<file path="src/rtl/weight_load_controller.sv">
// weight_load_controller
//   Loads one kernel at a time into the weight buffer for the weight-stationary
//   dataflow. For each filter it clears the buffer, streams K = WEIGHT_HEIGHT *
//   WEIGHT_WIDTH words from the AXI side, appends one zero flush word, waits
//   for wb_ready, then presents weights_valid until the consumer reports
//   compute_done. A job of num_filters filters ends with a one-cycle done.
//
//   Optional feature: define WLC_WATCHDOG_EN to add a watchdog on the two wait
//   states. After TIMEOUT_CYCLES cycles in one wait state it raises a sticky
//   error and returns to IDLE. Without the macro, error is tied 0.
//
// Ports
//   clk, reset          clock, synchronous active-high reset
//   start, num_filters  job start pulse and filter count (sampled in IDLE)
//   s_data/s_valid/s_ready    weight word stream from the AXI side
//   wb_data_in, wb_write_enable, wb_clear, wb_ready   weight buffer interface
//   weights_valid, compute_done   handshake with the preprocessing unit
//   filter_idx          index of the filter being loaded or issued
//   busy, done, error   status
module weight_load_controller #(
  parameter int WIDTH           = 4,
  parameter int WEIGHT_HEIGHT   = 3,
  parameter int WEIGHT_WIDTH    = 3,
  parameter int NUM_FILTERS_MAX = 16,
  parameter int FCNT_W          = 5,
  parameter int TIMEOUT_CYCLES  = 1024
) (
  input  logic              clk,
  input  logic              reset,
  input  logic              start,
  input  logic [FCNT_W-1:0] num_filters,
  input  logic [31:0]       s_data,
  input  logic              s_valid,
  output logic              s_ready,
  output logic [31:0]       wb_data_in,
  output logic              wb_write_enable,
  output logic              wb_clear,
  input  logic              wb_ready,
  output logic              weights_valid,
  input  logic              compute_done,
  output logic [FCNT_W-1:0] filter_idx,
  output logic              busy,
  output logic              done,
  output logic              error
);

  localparam int K      = WEIGHT_HEIGHT * WEIGHT_WIDTH;
  localparam int WCNT_W = $clog2(K + 1);
  localparam logic [WCNT_W-1:0] K_LAST = WCNT_W'(K - 1);
  localparam logic [FCNT_W-1:0] NF_MAX = FCNT_W'(NUM_FILTERS_MAX);

  // Elaboration-time sanity on the parameter set.
  if (WIDTH < 1 || WIDTH > 32) begin : g_bad_width
    $error("WIDTH must be 1..32");
  end
  if (K < 1) begin : g_bad_kernel
    $error("kernel must hold at least one weight");
  end
  if (TIMEOUT_CYCLES < 2) begin : g_bad_timeout
    $error("TIMEOUT_CYCLES must be at least 2");
  end

  typedef enum logic [2:0] {
    IDLE, CLEAR, LOAD, FLUSH, WAIT_READY, ISSUE, WAIT_DONE, DONE
  } state_t;

  state_t              state;
  logic [WCNT_W-1:0]   word_cnt;
  logic [FCNT_W-1:0]   nf;
  logic [FCNT_W-1:0]   nf_req;
  logic [FCNT_W:0]     idx_nxt;
  logic                hs;

  assign hs      = s_valid && s_ready;
  assign busy    = (state != IDLE);
  assign nf_req  = (num_filters > NF_MAX) ? NF_MAX : num_filters;
  // One bit wider so the compare with nf cannot wrap.
  assign idx_nxt = {1'b0, filter_idx} + {{FCNT_W{1'b0}}, 1'b1};

`ifdef WLC_WATCHDOG_EN
  localparam int WD_W = $clog2(TIMEOUT_CYCLES);
  localparam logic [WD_W-1:0] WD_LAST = WD_W'(TIMEOUT_CYCLES - 1);
  logic [WD_W-1:0] wd_cnt;
  logic            in_wait;
  logic            leaving;
  assign in_wait = (state == WAIT_READY) || (state == WAIT_DONE);
  // A legitimate exit in the same cycle as expiry wins over the timeout.
  assign leaving = ((state == WAIT_READY) && wb_ready) ||
                   ((state == WAIT_DONE) && compute_done);
`else
  assign error = 1'b0;
`endif

  always_ff @(posedge clk) begin
    if (reset) begin
      state           <= IDLE;
      word_cnt        <= '0;
      nf              <= '0;
      s_ready         <= 1'b0;
      wb_data_in      <= '0;
      wb_write_enable <= 1'b0;
      wb_clear        <= 1'b0;
      weights_valid   <= 1'b0;
      filter_idx      <= '0;
      done            <= 1'b0;
`ifdef WLC_WATCHDOG_EN
      wd_cnt          <= '0;
      error           <= 1'b0;
`endif
    end else begin
      wb_write_enable <= 1'b0;
      wb_clear        <= 1'b0;
      done            <= 1'b0;
      case (state)
        IDLE: begin
          if (start) begin
            nf         <= nf_req;
            filter_idx <= '0;
            state      <= (nf_req == '0) ? DONE : CLEAR;
          end
        end
        CLEAR: begin
          wb_clear <= 1'b1;
          word_cnt <= '0;
          s_ready  <= 1'b1;
          state    <= LOAD;
        end
        LOAD: begin
          if (hs) begin
            wb_write_enable <= 1'b1;
            wb_data_in      <= s_data;
            word_cnt        <= word_cnt + WCNT_W'(1);
            if (word_cnt == K_LAST) begin
              s_ready <= 1'b0;
              state   <= FLUSH;
            end
          end
        end
        FLUSH: begin
          // The buffer's shift path lags one word; this zero pushes the
          // last real weight into place and triggers wb_ready.
          wb_write_enable <= 1'b1;
          wb_data_in      <= '0;
          state           <= WAIT_READY;
        end
        WAIT_READY: begin
          if (wb_ready) state <= ISSUE;
        end
        ISSUE: begin
          weights_valid <= 1'b1;
          state         <= WAIT_DONE;
        end
        WAIT_DONE: begin
          if (compute_done) begin
            weights_valid <= 1'b0;
            if (idx_nxt < {1'b0, nf}) begin
              filter_idx <= idx_nxt[FCNT_W-1:0];
              state      <= CLEAR;
            end else begin
              state <= DONE;
            end
          end
        end
        DONE: begin
          done       <= 1'b1;
          filter_idx <= '0;
          state      <= IDLE;
        end
        default: state <= IDLE;
      endcase

`ifdef WLC_WATCHDOG_EN
      if (!in_wait || leaving) begin
        wd_cnt <= '0;
      end else if (wd_cnt == WD_LAST) begin
        error         <= 1'b1;
        weights_valid <= 1'b0;
        filter_idx    <= '0;
        wd_cnt        <= '0;
        state         <= IDLE;
      end else begin
        wd_cnt <= wd_cnt + WD_W'(1);
      end
`endif
    end
  end

endmodule

</file>
<file path="config.mk">
export PLATFORM = sky130hd
export DESIGN_NAME = weight_load_controller
export DESIGN_NICKNAME = d
export VERILOG_FILES = /design/src/rtl/weight_load_controller.sv
export SDC_FILE = /design/constraint.sdc
export NUM_CORES = 1
export LEC_CHECK = 0
export BUFFER_PORTS_ARGS = -buffer_cell sky130_fd_sc_hd__buf_2
export CORE_MARGIN = 5
export CORE_UTILIZATION = 44
export DETAILED_ROUTE_END_ITERATION = 8
export GPL_TIMING_DRIVEN = 0
export PLACE_DENSITY = 0.8
export SLEW_MARGIN = 20
export SYNTH_ARGS = -nofsm -noshare
export SYNTH_HDL_FRONTEND = slang
export SYNTH_SLANG_ARGS = --single-unit
</file>
<file path="constraint.sdc">
create_clock -name clk -period 2.2 [get_ports clk]
set_input_delay 0.22 -clock clk [delete_from_list [all_inputs] [get_ports clk]]
set_output_delay 0.22 -clock clk [all_outputs]
set_load 0.02 [all_outputs]
</file>
==> impl_metrics.csv <==
group,metric,value,unit
final_layout,drive_gt1_share,30.71,%
placed_design,gp_congestion,0.9377,
die,fp.dieW,83.56,um
setup_path,r2r_slack,0.05,ns
grt,grt_pass1_wl,9894,um
grt,antenna_found_initial,0,
sta,min_period_over_period,97.61,%
routing,drt-total-wl,5861,um
die,coreArea,5172,um^2
clocking,cts_buffer_depth,2,
sta,whs,0.1413,ns
sta,finClkSkew,0.01011,ns
routing,postRouteAntennaNets,0,
routing,vias,2299,
routing,vias_per_cell,4.955,
die,rows,26,
logic_synthesis,syn_nets,349,
logic_synthesis,postSynthCellCount,299,
clocking,htree_levels,2,
logic_synthesis,synth_edf_count,0,
sta,setup_violations,0,
power_and_ir_drop,leakagePower,1.327,nW
die,die-area,6982,um^2
final_layout,nets,444,
die,start_util,46.03,%
logic_synthesis,ys_seq_area_share,45.40,%
sta,tns,0,ns
run,max_cap_violations,0,
placed_design,dp.cells,454,
logic_synthesis,synthArstFlopShare,0,%
final_layout,area_growth,29.22,%
logic_synthesis,synth_flop_cell,"dfxtp_1",
clocking,cts_hold_buf,0,
sta,hold_violations,0,
setup_path,worstPathArrival,2.40,ns
grt,grt_max_degree,17,
setup_path,cp-end-kind,"flop",
die,die_h,83.56,um
logic_synthesis,synth_area_per_cell,7.963,um^2
power_and_ir_drop,ir_drop,598.4,uV
routing,route.detailed.drc,0,
final_layout,diodes,0,
run_status,status,"completed",
placed_design,placed_area,2897,um^2
clocking,cts_tree,"built",
final_layout,final_cells,464,
routing,first_pass_iters,4,
logic_synthesis,ys_ff_latch,54,
grt,busiest_layer,"met2",
grt,use_met1,19.83,%
clocking,cts-root-buf,"clkbuf_8",
routing,wl_per_cell,12.63,um
grt,grt.overflow.total,0,
placed_design,port_buffers,85,
setup_path,cp_max_fo,7,
final_layout,fin_area,3077,um^2
setup_path,crit_required,2.45,ns
grt,grt_pass1_vias,2242,
grt,met2_usage,28.49,%
setup_path,worstSetupPathType,"reg2reg",
logic_synthesis,syn_area,2381,um^2
sta,maxSlewViolCount,0,
min_path,hold_path_class,"in2reg",
sta,fin_crit,2.147,ns
logic_synthesis,synth_cell_types,47,
clocking,numCtsBuffers,5,
logic_synthesis,synth_warnings,0,
clocking,insertion_delay,0.30,ns
clocking,cts.sink_count,54,
placed_design,hpwl,4396,um
sta,max_freq,465.7,MHz
clocking,cts.clk_slew.worst_paths,0.10,ns
power_and_ir_drop,power.density,854.6,nW/um^2
grt,track_usage,16.60,%
setup_path,cp-start-kind,"flop",
routing,drtIter0Drc,134,
grt,grt_util_met3,4.344,%
die,pin_count,87,
[area by class of cell]
type                    count  area, um^2
repair buffers             88       447.9
fillers                   478        2096
well taps                  70       87.58
flip-flops and latches     54        1092
clock inverters             2       38.79
plain buffers              20       92.59
multi-input cells         217        1219
clock buffers               5       68.82
inverters                   8       30.03
[what timing repair did]
action	CTS	global route
resized for setup	4	8
pin swaps	0	3
setup buffers	0	3
endpoints found under the setup margin	2	5
[cells by family after synthesis]
group	synth area share, %
DFF	45.40
xor gates and xnor gates	1.840
adders and majority gates	3.678
and+or+nand+nor	27.69
AOI/OAI and AO/OA	15.24
buffers and inverters	5.150
muxes	0.8408
other	0.1575
[synth_stat cells, drive strengths merged, types with 2 or more instances]
| master | number | area [um^2] |
|---|---|---|
| nand2 | 86 | 322.8 |
| dfxtp | 54 | 1081 |
| a21oi | 50 | 250.2 |
| buf | 13 | 66.31 |
| nor3 | 13 | 86.34 |
| inv | 8 | 30.03 |
| clkbuf | 7 | 26.28 |
| ha | 7 | 87.58 |
| nand3 | 7 | 40.04 |
| nand3b | 6 | 45.04 |
| nor2 | 6 | 22.52 |
| nand2b | 3 | 18.77 |
| o21ai | 3 | 15.01 |
| xor2 | 3 | 26.28 |
| and2 | 2 | 12.51 |
| and3 | 2 | 17.52 |
| mux2i | 2 | 20.02 |
| nand4 | 2 | 12.51 |
| o31ai | 2 | 15.01 |
| xnor2 | 2 | 17.52 |
[flip-flops by register name (all words and copies together), names as in the netlist]
signal           cells
filter_idx           5
wb_write_enable      1
done                 1
nf                   5
s_ready              1
word_cnt             4
state                3
weights_valid        1
wb_clear             1
wb_data_in          32
[stage by stage]
step / total power [W] / setup slack (ns) / util (%)
3_3_place_gp: 0.001930 / -0.007208 / 56.00
5_1_grt: 0.002795 / -0.02042 / 59.48
6_report: 0.002629 / 0.05259 / 59.48
2_1_floorplan: 0.001714 / 0.03132 / -
3_5_place_dp: 0.001944 / -0.06665 / 56.00
4_1_cts: 0.002597 / 0.01093 / 58.27
[power by group]
part           switching [W]  internal [W]
sequential         0.0000364       0.00105
clock               0.000318      0.000335
combinational       0.000563      0.000330
[worst paths after layout]
| check | start | end | cells past startpoint |
|---|---|---|---|
| setup / recovery | filter_idx[2]$_SDFFE_PP0P_ | filter_idx[3]$_SDFFE_PP0P_ | 8 |
| hold / removal | s_data[22] | wb_data_in[22]$_SDFFE_PP0P_ | 3 |
| setup reg to reg | filter_idx[2]$_SDFFE_PP0P_ | filter_idx[3]$_SDFFE_PP0P_ | 8 |
| hold reg to reg | wb_data_in[27]$_SDFFE_PP0P_ | wb_data_in[27]$_SDFFE_PP0P_ | 2 |
[cell usage in the layout, fill, tap and decap left out, drive strengths merged, types with 2 or more instances in the layout]
| cell | instances |
|---|---|
| xor2 | 3 |
| and3 | 2 |
| nand3b | 6 |
| and2 | 2 |
| nand2 | 86 |
| nand4 | 2 |
| inv | 8 |
| nor2 | 6 |
| nand3 | 7 |
| a21oi | 50 |
| o31ai | 2 |
| nor3 | 13 |
| clkbuf | 12 |
| xnor2 | 2 |
| ha | 7 |
| dfxtp | 54 |
| buf | 101 |
| nand2b | 3 |
| o21ai | 3 |
| mux2i | 2 |
[per-layer routing]
layer / wire length [um] / vias up / share of wire, %
li1: - / 1197 / -
met5: 0 / - / 0
met2: 2919 / 68 / 50
met4: 70 / 0 / 1.2
met1: 2477 / 1028 / 42
met3: 394 / 6 / 6.7
[critical path, cell delays in order (launching register included)]
cell,delay [ns]
dfxtp_4,0.40
nand3_2,0.12
xnor2_1,0.21
ha_1,0.31
a21o_1,0.18
a21oi_2,0.18
nand2_2,0.12
or4_1,0.49
nand3_1,0.08
(Power assumes the default switching activity.)
